==> src/rtl/apb_pkg.sv <==
// Shared types and constants for the APB master bridge: FSM states,
// response codes and bus widths.
package apb_pkg;

    localparam int APB_ADDR_W = 32;
    localparam int APB_DATA_W = 32;
    localparam int APB_STRB_W = APB_DATA_W / 8;
    localparam int APB_CNT_W  = 16;

    typedef enum logic [1:0] {
        ST_IDLE   = 2'd0,
        ST_SETUP  = 2'd1,
        ST_ACCESS = 2'd2,
        ST_RESP   = 2'd3
    } apb_state_e;

    localparam logic [1:0] APB_RSP_OK      = 2'b00;
    localparam logic [1:0] APB_RSP_SLVERR  = 2'b01;
    localparam logic [1:0] APB_RSP_TIMEOUT = 2'b10;

    // Reads drive no byte lanes on the bus.
    function automatic logic [APB_STRB_W-1:0] apb_strb_sel(
        input logic                  write,
        input logic [APB_STRB_W-1:0] strb
    );
        if (write) begin
            return strb;
        end else begin
            return {APB_STRB_W{1'b0}};
        end
    endfunction

endpackage

==> src/rtl/apb_timeout_cnt.sv <==
// Saturating 16-bit wait counter with synchronous clear and a registered
// terminal-count flag that is high once LIMIT-1 wait cycles have elapsed.
module apb_timeout_cnt
    import apb_pkg::*;
#(
    parameter int LIMIT = 16
) (
    input  logic clk_i,
    input  logic rst_i,
    input  logic clr_i,
    input  logic en_i,
    output logic tc_o
);

    localparam logic [APB_CNT_W-1:0] TC_VAL = APB_CNT_W'(LIMIT - 1);

    logic [APB_CNT_W-1:0] count_q;
    logic [APB_CNT_W-1:0] count_d;
    logic                 tc_q;
    logic                 tc_d;

    // Next count: clear wins, otherwise increment and stick at all-ones.
    always_comb begin
        count_d = count_q;
        if (clr_i) begin
            count_d = {APB_CNT_W{1'b0}};
        end else if (en_i && (count_q != {APB_CNT_W{1'b1}})) begin
            count_d = count_q + {{(APB_CNT_W-1){1'b0}}, 1'b1};
        end else begin
            count_d = count_q;
        end
        tc_d = (count_d >= TC_VAL);
    end

    // Counter and flag registers.
    always_ff @(posedge clk_i) begin
        if (rst_i) begin
            count_q <= {APB_CNT_W{1'b0}};
            tc_q    <= 1'b0;
        end else begin
            count_q <= count_d;
            tc_q    <= tc_d;
        end
    end

    assign tc_o = tc_q;

endmodule

==> src/rtl/apb_master_bridge.sv <==
// Single-outstanding command/response to APB master bridge with optional
// wait-state timeout. All bus and response outputs come straight from flops.
module apb_master_bridge
    import apb_pkg::*;
#(
    parameter int TIMEOUT_CYCLES = 16,
    parameter int TIMEOUT_EN     = 1
) (
    input  logic                  pclk,
    input  logic                  preset,
    input  logic                  cmd_valid,
    output logic                  cmd_ready,
    input  logic                  cmd_write,
    input  logic [APB_ADDR_W-1:0] cmd_addr,
    input  logic [APB_DATA_W-1:0] cmd_wdata,
    input  logic [APB_STRB_W-1:0] cmd_strb,
    output logic                  rsp_valid,
    input  logic                  rsp_ready,
    output logic [APB_DATA_W-1:0] rsp_rdata,
    output logic [1:0]            rsp_err,
    output logic                  psel,
    output logic                  penable,
    output logic                  pwrite,
    output logic [APB_ADDR_W-1:0] paddr,
    output logic [APB_DATA_W-1:0] pwdata,
    output logic [APB_STRB_W-1:0] pstrb,
    input  logic [APB_DATA_W-1:0] prdata,
    input  logic                  pready,
    input  logic                  pslverr
);

    apb_state_e            state_q, state_d;
    logic [APB_ADDR_W-1:0] paddr_q, paddr_d;
    logic [APB_DATA_W-1:0] pwdata_q, pwdata_d;
    logic [APB_STRB_W-1:0] pstrb_q, pstrb_d;
    logic                  pwrite_q, pwrite_d;
    logic [APB_DATA_W-1:0] rsp_rdata_q, rsp_rdata_d;
    logic [1:0]            rsp_err_q, rsp_err_d;
    logic                  psel_q, penable_q, cmd_ready_q, rsp_valid_q;
    logic                  cnt_clr_s;
    logic                  cnt_en_s;
    logic                  cnt_tc_s;
    logic                  timeout_s;

    apb_timeout_cnt #(
        .LIMIT (TIMEOUT_CYCLES)
    ) u_timeout_cnt (
        .clk_i (pclk),
        .rst_i (preset),
        .clr_i (cnt_clr_s),
        .en_i  (cnt_en_s),
        .tc_o  (cnt_tc_s)
    );

    assign timeout_s = (TIMEOUT_EN != 0) && cnt_tc_s;

    // Next-state, bus capture and response capture.
    always_comb begin
        state_d     = state_q;
        paddr_d     = paddr_q;
        pwdata_d    = pwdata_q;
        pstrb_d     = pstrb_q;
        pwrite_d    = pwrite_q;
        rsp_rdata_d = rsp_rdata_q;
        rsp_err_d   = rsp_err_q;
        cnt_clr_s   = 1'b0;
        cnt_en_s    = 1'b0;
        case (state_q)
            ST_IDLE: begin
                if (cmd_valid) begin
                    state_d   = ST_SETUP;
                    paddr_d   = cmd_addr;
                    pwdata_d  = cmd_wdata;
                    pwrite_d  = cmd_write;
                    pstrb_d   = apb_strb_sel(cmd_write, cmd_strb);
                    cnt_clr_s = 1'b1;
                end else begin
                    state_d = ST_IDLE;
                end
            end
            ST_SETUP: begin
                state_d = ST_ACCESS;
            end
            ST_ACCESS: begin
                // A ready slave beats a timeout landing on the same edge.
                if (pready) begin
                    state_d     = ST_RESP;
                    rsp_rdata_d = pwrite_q ? {APB_DATA_W{1'b0}} : prdata;
                    rsp_err_d   = pslverr ? APB_RSP_SLVERR : APB_RSP_OK;
                end else if (timeout_s) begin
                    state_d     = ST_RESP;
                    rsp_rdata_d = {APB_DATA_W{1'b0}};
                    rsp_err_d   = APB_RSP_TIMEOUT;
                end else begin
                    state_d  = ST_ACCESS;
                    cnt_en_s = 1'b1;
                end
            end
            ST_RESP: begin
                if (rsp_ready) begin
                    state_d = ST_IDLE;
                end else begin
                    state_d = ST_RESP;
                end
            end
            default: begin
                state_d = ST_IDLE;
            end
        endcase
    end

    // State, bus and response registers; strobes decoded from the next state.
    always_ff @(posedge pclk) begin
        if (preset) begin
            state_q     <= ST_IDLE;
            paddr_q     <= {APB_ADDR_W{1'b0}};
            pwdata_q    <= {APB_DATA_W{1'b0}};
            pstrb_q     <= {APB_STRB_W{1'b0}};
            pwrite_q    <= 1'b0;
            rsp_rdata_q <= {APB_DATA_W{1'b0}};
            rsp_err_q   <= APB_RSP_OK;
            psel_q      <= 1'b0;
            penable_q   <= 1'b0;
            cmd_ready_q <= 1'b1;
            rsp_valid_q <= 1'b0;
        end else begin
            state_q     <= state_d;
            paddr_q     <= paddr_d;
            pwdata_q    <= pwdata_d;
            pstrb_q     <= pstrb_d;
            pwrite_q    <= pwrite_d;
            rsp_rdata_q <= rsp_rdata_d;
            rsp_err_q   <= rsp_err_d;
            psel_q      <= (state_d == ST_SETUP) || (state_d == ST_ACCESS);
            penable_q   <= (state_d == ST_ACCESS);
            cmd_ready_q <= (state_d == ST_IDLE);
            rsp_valid_q <= (state_d == ST_RESP);
        end
    end

    assign cmd_ready = cmd_ready_q;
    assign rsp_valid = rsp_valid_q;
    assign rsp_rdata = rsp_rdata_q;
    assign rsp_err   = rsp_err_q;
    assign psel      = psel_q;
    assign penable   = penable_q;
    assign pwrite    = pwrite_q;
    assign paddr     = paddr_q;
    assign pwdata    = pwdata_q;
    assign pstrb     = pstrb_q;

endmodule

==> config.mk <==
export PLATFORM = sky130hd
export DESIGN_NAME = apb_master_bridge
export DESIGN_NICKNAME = d
export VERILOG_FILES = /design/src/rtl/apb_pkg.sv /design/src/rtl/apb_timeout_cnt.sv /design/src/rtl/apb_master_bridge.sv
export SDC_FILE = /design/constraint.sdc
export NUM_CORES = 1
export LEC_CHECK = 0
export CAP_MARGIN = 25
export CORE_ASPECT_RATIO = 0.9
export CORE_MARGIN = 5
export CORE_UTILIZATION = 45
export CTS_CLUSTER_DIAMETER = 80
export CTS_CLUSTER_SIZE = 10
export DETAILED_ROUTE_END_ITERATION = 8
export PLACE_DENSITY = 0.84
export SYNTH_ARGS = -nofsm -noshare
export SYNTH_HDL_FRONTEND = slang
export SYNTH_SLANG_ARGS = --single-unit
==> constraint.sdc <==
create_clock -name pclk -period 4.7 [get_ports pclk]
set_clock_uncertainty 0.15 [all_clocks]
set_input_delay 1.41 -clock pclk [delete_from_list [all_inputs] [get_ports pclk]]
set_output_delay 1.41 -clock pclk [all_outputs]
set_load 0.005 [all_outputs]
==> results.json <==
{
  "post-place-ws_ns": 0.427,
  "grt_pass1_wl_um": 23700,
  "placed_area_um2": 7010,
  "synth_common_cells": "nand2_1, dfxtp_1, a21oi_1",
  "setup_viol_count_final": 0,
  "htreeDepth": 4,
  "relSlewSlack_pct": 56.1,
  "first_pass_iters": 5,
  "rsz0062_at_grt": "false",
  "cts_tree": "done",
  "holdCritStartpoint": "rsp_rdata[15]",
  "timing.rr.end": "u_timeout_cnt.tc_o",
  "critPathLaunchType": "input pin",
  "fin_util_pct": 70.9,
  "worstMarginPinSlew_ns": 0.656,
  "portBuffers": 213,
  "fp.dieH_um": 108,
  "cp.required_ns": 4.82,
  "start_util_pct": 45.3,
  "syn_nets": 708,
  "post-cts-setup-buffers": 0,
  "synth_seq_cells": 126,
  "layout_setup_ws_ns": 0.869,
  "detailed_place_hpwl_um": 10800,
  "final_area_um2": 7570,
  "synth_most_common_cell": "nand2_1",
  "cts-resized-gates": 0,
  "syn_area_per_cell_um2": 8.11,
  "first_global_vias": 4729,
  "worst_ep_arrival_time_ns": 3.95,
  "avgRoutedWirePerCell_um": 16.1,
  "pwr_density_cell_nw_per_um2": 365,
  "cts.path.max_buffers": 2,
  "num_antenna_cells": 0,
  "routed_wl_um": 15000,
  "clk_pin_slew_worst_paths_ns": 0.05,
  "grt_overflow_total": 0,
  "critPathMaxFanout": 6,
  "clkLatencyLatePin_ns": 0.42,
  "fill_cells": 826,
  "die_w_um": 119,
  "status": "finished, final reports clean",
  "async_flop_share_pct": 0,
  "drive_gt1_share_pct": 6.11,
  "synth_edf_count": 0,
  "drv_cap": 0,
  "yosys-top-cells-area": "dfxtp_1, nand2_1, a21oi_1",
  "hold_buffers": 0,
  "rows": 36,
  "cts_sinks": 126,
  "fp.dieArea_um2": 12900,
  "max_clock_freq_ghz": 0.261,
  "worstHoldPathType": "reg -> reg",
  "whs_endpoint": "rsp_rdata[15]",
  "ys_warn_count": 0,
  "cp-startpoint": "pready",
  "area_growth_pct": 56.4,
  "tns_ns": 0,
  "synth_top_cell_area_share_pct": 52.1,
  "antenna_found_initial": 0,
  "gp_congestion": 0.889,
  "synth-seq-area-share_pct": 52.1,
  "peakVddDrop_mv": 0.261,
  "viasPerCell": 5.20,
  "boundaryPins": 214,
  "crit_type": "in -> reg",
  "syn_area_um2": 4840,
  "via_count": 4859,
  "layout.nets": 901,
  "numCtsBuffers": 17,
  "hold_depth": 2,
  "grt_usage_pct": 23.1,
  "cp-end-kind": "flop",
  "min_period_over_period_pct": 81.5,
  "synth_top_cell_by_area": "dfxtp_1",
  "min_period_ns": 3.83,
  "slew_violations": 0,
  "reg2regPathDepth": 7,
  "cts-root-buf": "clkbuf_16",
  "grt_max_degree": 67,
  "drcViolationCount": 0,
  "synth_top_flop_cell": "dfxtp_1",
  "drtIter0Drc": 382,
  "ys_types": 44,
  "core_um2": 10700,
  "reg2reg_from": "state_q[1]",
  "final_hold_viol_count": 0,
  "syn_inst": 597,
  "p_leak_uw": 0.00269,
  "regToRegSetupSlack_ns": 2.03,
  "ant_nets": 0
}
==> flip-flops by register name, summed over array words and instances (netlist names), 2 cells and up <==
| signal | flops |
|---|---|
| rsp_err | 2 |
| pstrb | 4 |
| paddr | 32 |
| u_timeout_cnt.count_q | 16 |
| state_q | 2 |
| rsp_rdata | 32 |
| pwdata | 32 |
==> cell usage in the layout (no fill, tap or decap), types with 5 or more instances in the layout <==
cell type | synthesis | final
a21oi_1 | 103 | 103
clkdlybuf4s50_1 | 0 | 212
clkbuf_16 | 0 | 17
nand2_1 | 175 | 174
nor3_1 | 5 | 5
clkbuf_1 | 37 | 5
buf_4 | 0 | 7
nand3_1 | 45 | 45
dfxtp_1 | 126 | 126
nor2_1 | 24 | 24
xnor2_1 | 10 | 10
nand4_1 | 5 | 5
nor2b_1 | 7 | 6
xor2_1 | 6 | 6
==> report_power, final <==
group | leakage [µW] | switching, µW | total (µW) | internal [µW]
combinational | 0.00139 | 163 | 367 | 204
clock | 0.000274 | 447 | 1250 | 801
sequential | 0.00103 | 28.3 | 1150 | 1120
==> kinds of logic after synthesis <==
family / count (synthesis) / share of synthesized area, %
DFF: 126 / 52.1
buffers and inverters: 49 / 4.01
muxes: 2 / 0.439
and+or+nand+nor: 280 / 26.2
AOI/OAI and AO/OA: 120 / 13.3
xor gates and xnor gates: 16 / 2.89
adders and majority gates: 4 / 1.03
==> how the worst max path moves through the flow <==
stage | endpoint | slack (ns) | depth (start not counted)
3_3_place_gp | u_timeout_cnt.tc_o | 0.48 | 8
5_1_grt | u_timeout_cnt.tc_o | 0.69 | 8
4_1_cts | u_timeout_cnt.tc_o | 0.89 | 8
2_1_floorplan | u_timeout_cnt.tc_o | 1.21 | 8
3_5_place_dp | u_timeout_cnt.tc_o | 0.43 | 8
6_report | u_timeout_cnt.tc_o | 0.87 | 8
==> critical path: stages <==
cell	delay [ns]
clkdlybuf4s50_1	0.51
or4b_4	0.59
or2_1	0.36
nor4_2	0.28
mux2i_1	0.27
o211ai_1	0.14
o31ai_1	0.27
a31oi_1	0.11
==> final cells by class <==
class                      count  area, µm²  area share, %
tap                          133        166           2.20
sequential                   126       2520           33.3
timing repair buffer         219       2170           28.7
clock buffer                  24        472           6.23
inverter                       4       15.0          0.198
clock inverter                 7       87.6           1.16
multi-input combinational    422       2130           28.2
==> per-layer routing <==
layer / vias to the layer above / share of wire (%) / track usage [%]
met5: - / 0 / 0
met3: 34 / 6.7 / 6.85
met1: 2270 / 40 / 26.0
li1: 2373 / - / -
met2: 182 / 50 / 40.5
met4: 0 / 2.9 / 10.6
==> stage by stage <==
stage | power [µW] | instances | hold slack [ns]
5_1_grt | 2880 | 935 | 0.321
3_3_place_gp | 1530 | 904 | 0.288
2_1_floorplan | 1310 | 597 | 0.298
4_1_cts | 2790 | 935 | 0.300
6_report | 2770 | 935 | 0.297
3_5_place_dp | 1540 | 904 | 0.294
(Power assumes the default switching activity.)
==> edit: new RTL, same settings <==
Change the package constant `APB_CNT_W` from 16 to 12.
--- a/src/rtl/apb_pkg.sv
+++ b/src/rtl/apb_pkg.sv
@@ -5,7 +5,7 @@
     localparam int APB_ADDR_W = 32;
     localparam int APB_DATA_W = 32;
     localparam int APB_STRB_W = APB_DATA_W / 8;
-    localparam int APB_CNT_W  = 16;
+    localparam int APB_CNT_W  = 12;
 
     typedef enum logic [1:0] {
         ST_IDLE   = 2'd0,
Check against the original RTL: no difference found for any inputs over 10 cycles, from zero or initial values and one cycle with preset high; that may be too few to reach the edited logic, so the function may still have changed.
==> edit against the unedited design <==
- non-clock buffer count stayed put
- wire length is 6.5% lower
- register-to-register slack better by 510 ps
- maximum frequency is 15% higher
- sequential share of layout area is 0.16 points lower
- cell area is 2.7% lower
- sequential cell count is 4 lower
- largest power group unchanged
- power is 0.58% higher
- global-route usage is 0.051 points lower
- area after synthesis is 5.3% lower
- worst setup slack better by 490 ps
==> edit: results <==
group,metric,value,unit
place,dp.final_hpwl,9.819,mm
synth,synth.distinct_cells,37,
routing,drt_first_pass_iters,4,
global_route,grt_max_degree,70,
place,dpl_cell_area,0.006773,mm²
routing,wl_met2,7.014,mm
synth,synthTopCellsByCount,"nand2_1, dfxtp_1, a21oi_1",
place,gp_congestion,0.9012,
critical_path,critPathSlowestCell,"nor4b_2",
layout,finish.net_count,875,
synth,synth_compound_area_share,14.68,%
global_route,grt_first_pass_wirelength,22.50,mm
timing,relSlewSlack,53.09,%
synth,synthAdderAreaFrac,1.092,%
global_route,grt_usage,23.04,%
routing,wl_met3,1.280,mm
clock_network,clock_latency,390,ps
global_route,use_met3,9.070,%
critical_path,crit_fanout,7,
power,vdd_ir_drop_max,321.0,µV
routing,wire_per_inst,15.52,µm
synth,synth-xor-area-share,1.719,%
synth,synth.area.mux_share,0.4367,%
critical_path,cp_data_arrival_time,3450,ps
place,dp_slack,973.6,ps
power,leakage,2.686,nW
global_route,grtUsageMet1,25.36,%
power,internal_power,0.002161,W
routing,vias,4609,
run_status,status,"completed",
layout,fillers,771,
synth,syn_nets,679,
routing,drtIter0Drc,315,
-- edit: cell count changes in the layout (fill, tap and decap cells not counted), sizes merged, moves of 4 or more --
cell and change:
xnor2 -7, nand3 -4, nand2 -5, a21oi +5
dfxtp -4, nor4 -5, nor2 -9
-- edit: area by class of cell --
class,instances,share of cell area (%)
clock inverters,9,1.630
clock buffers,22,6.437
multi-input cells,399,26.82
well taps,129,2.191
repair buffers,219,29.52
flip-flops and latches,122,33.15
inverters,5,0.2548
-- edit: final timing paths --
path / from / endpoint / slack [ps]
worst max-delay path: pready / u_timeout_cnt.tc_o / 1350
worst min-delay path: rsp_rdata[4] / rsp_rdata[4] / 300
worst min register to register: rsp_rdata[4] / rsp_rdata[4] / 300
worst max register to register: u_timeout_cnt.count_q[0] / u_timeout_cnt.tc_o / 2540
-- edit: cells by family (layout without fill, tap and decap cells) --
group	after synthesis	count (layout)
simple gates	259	259
compound gates	125	125
flops	122	122
buf+inv	47	255
xor+xnor	9	9
fa+ha+maj	4	4
mux	2	2
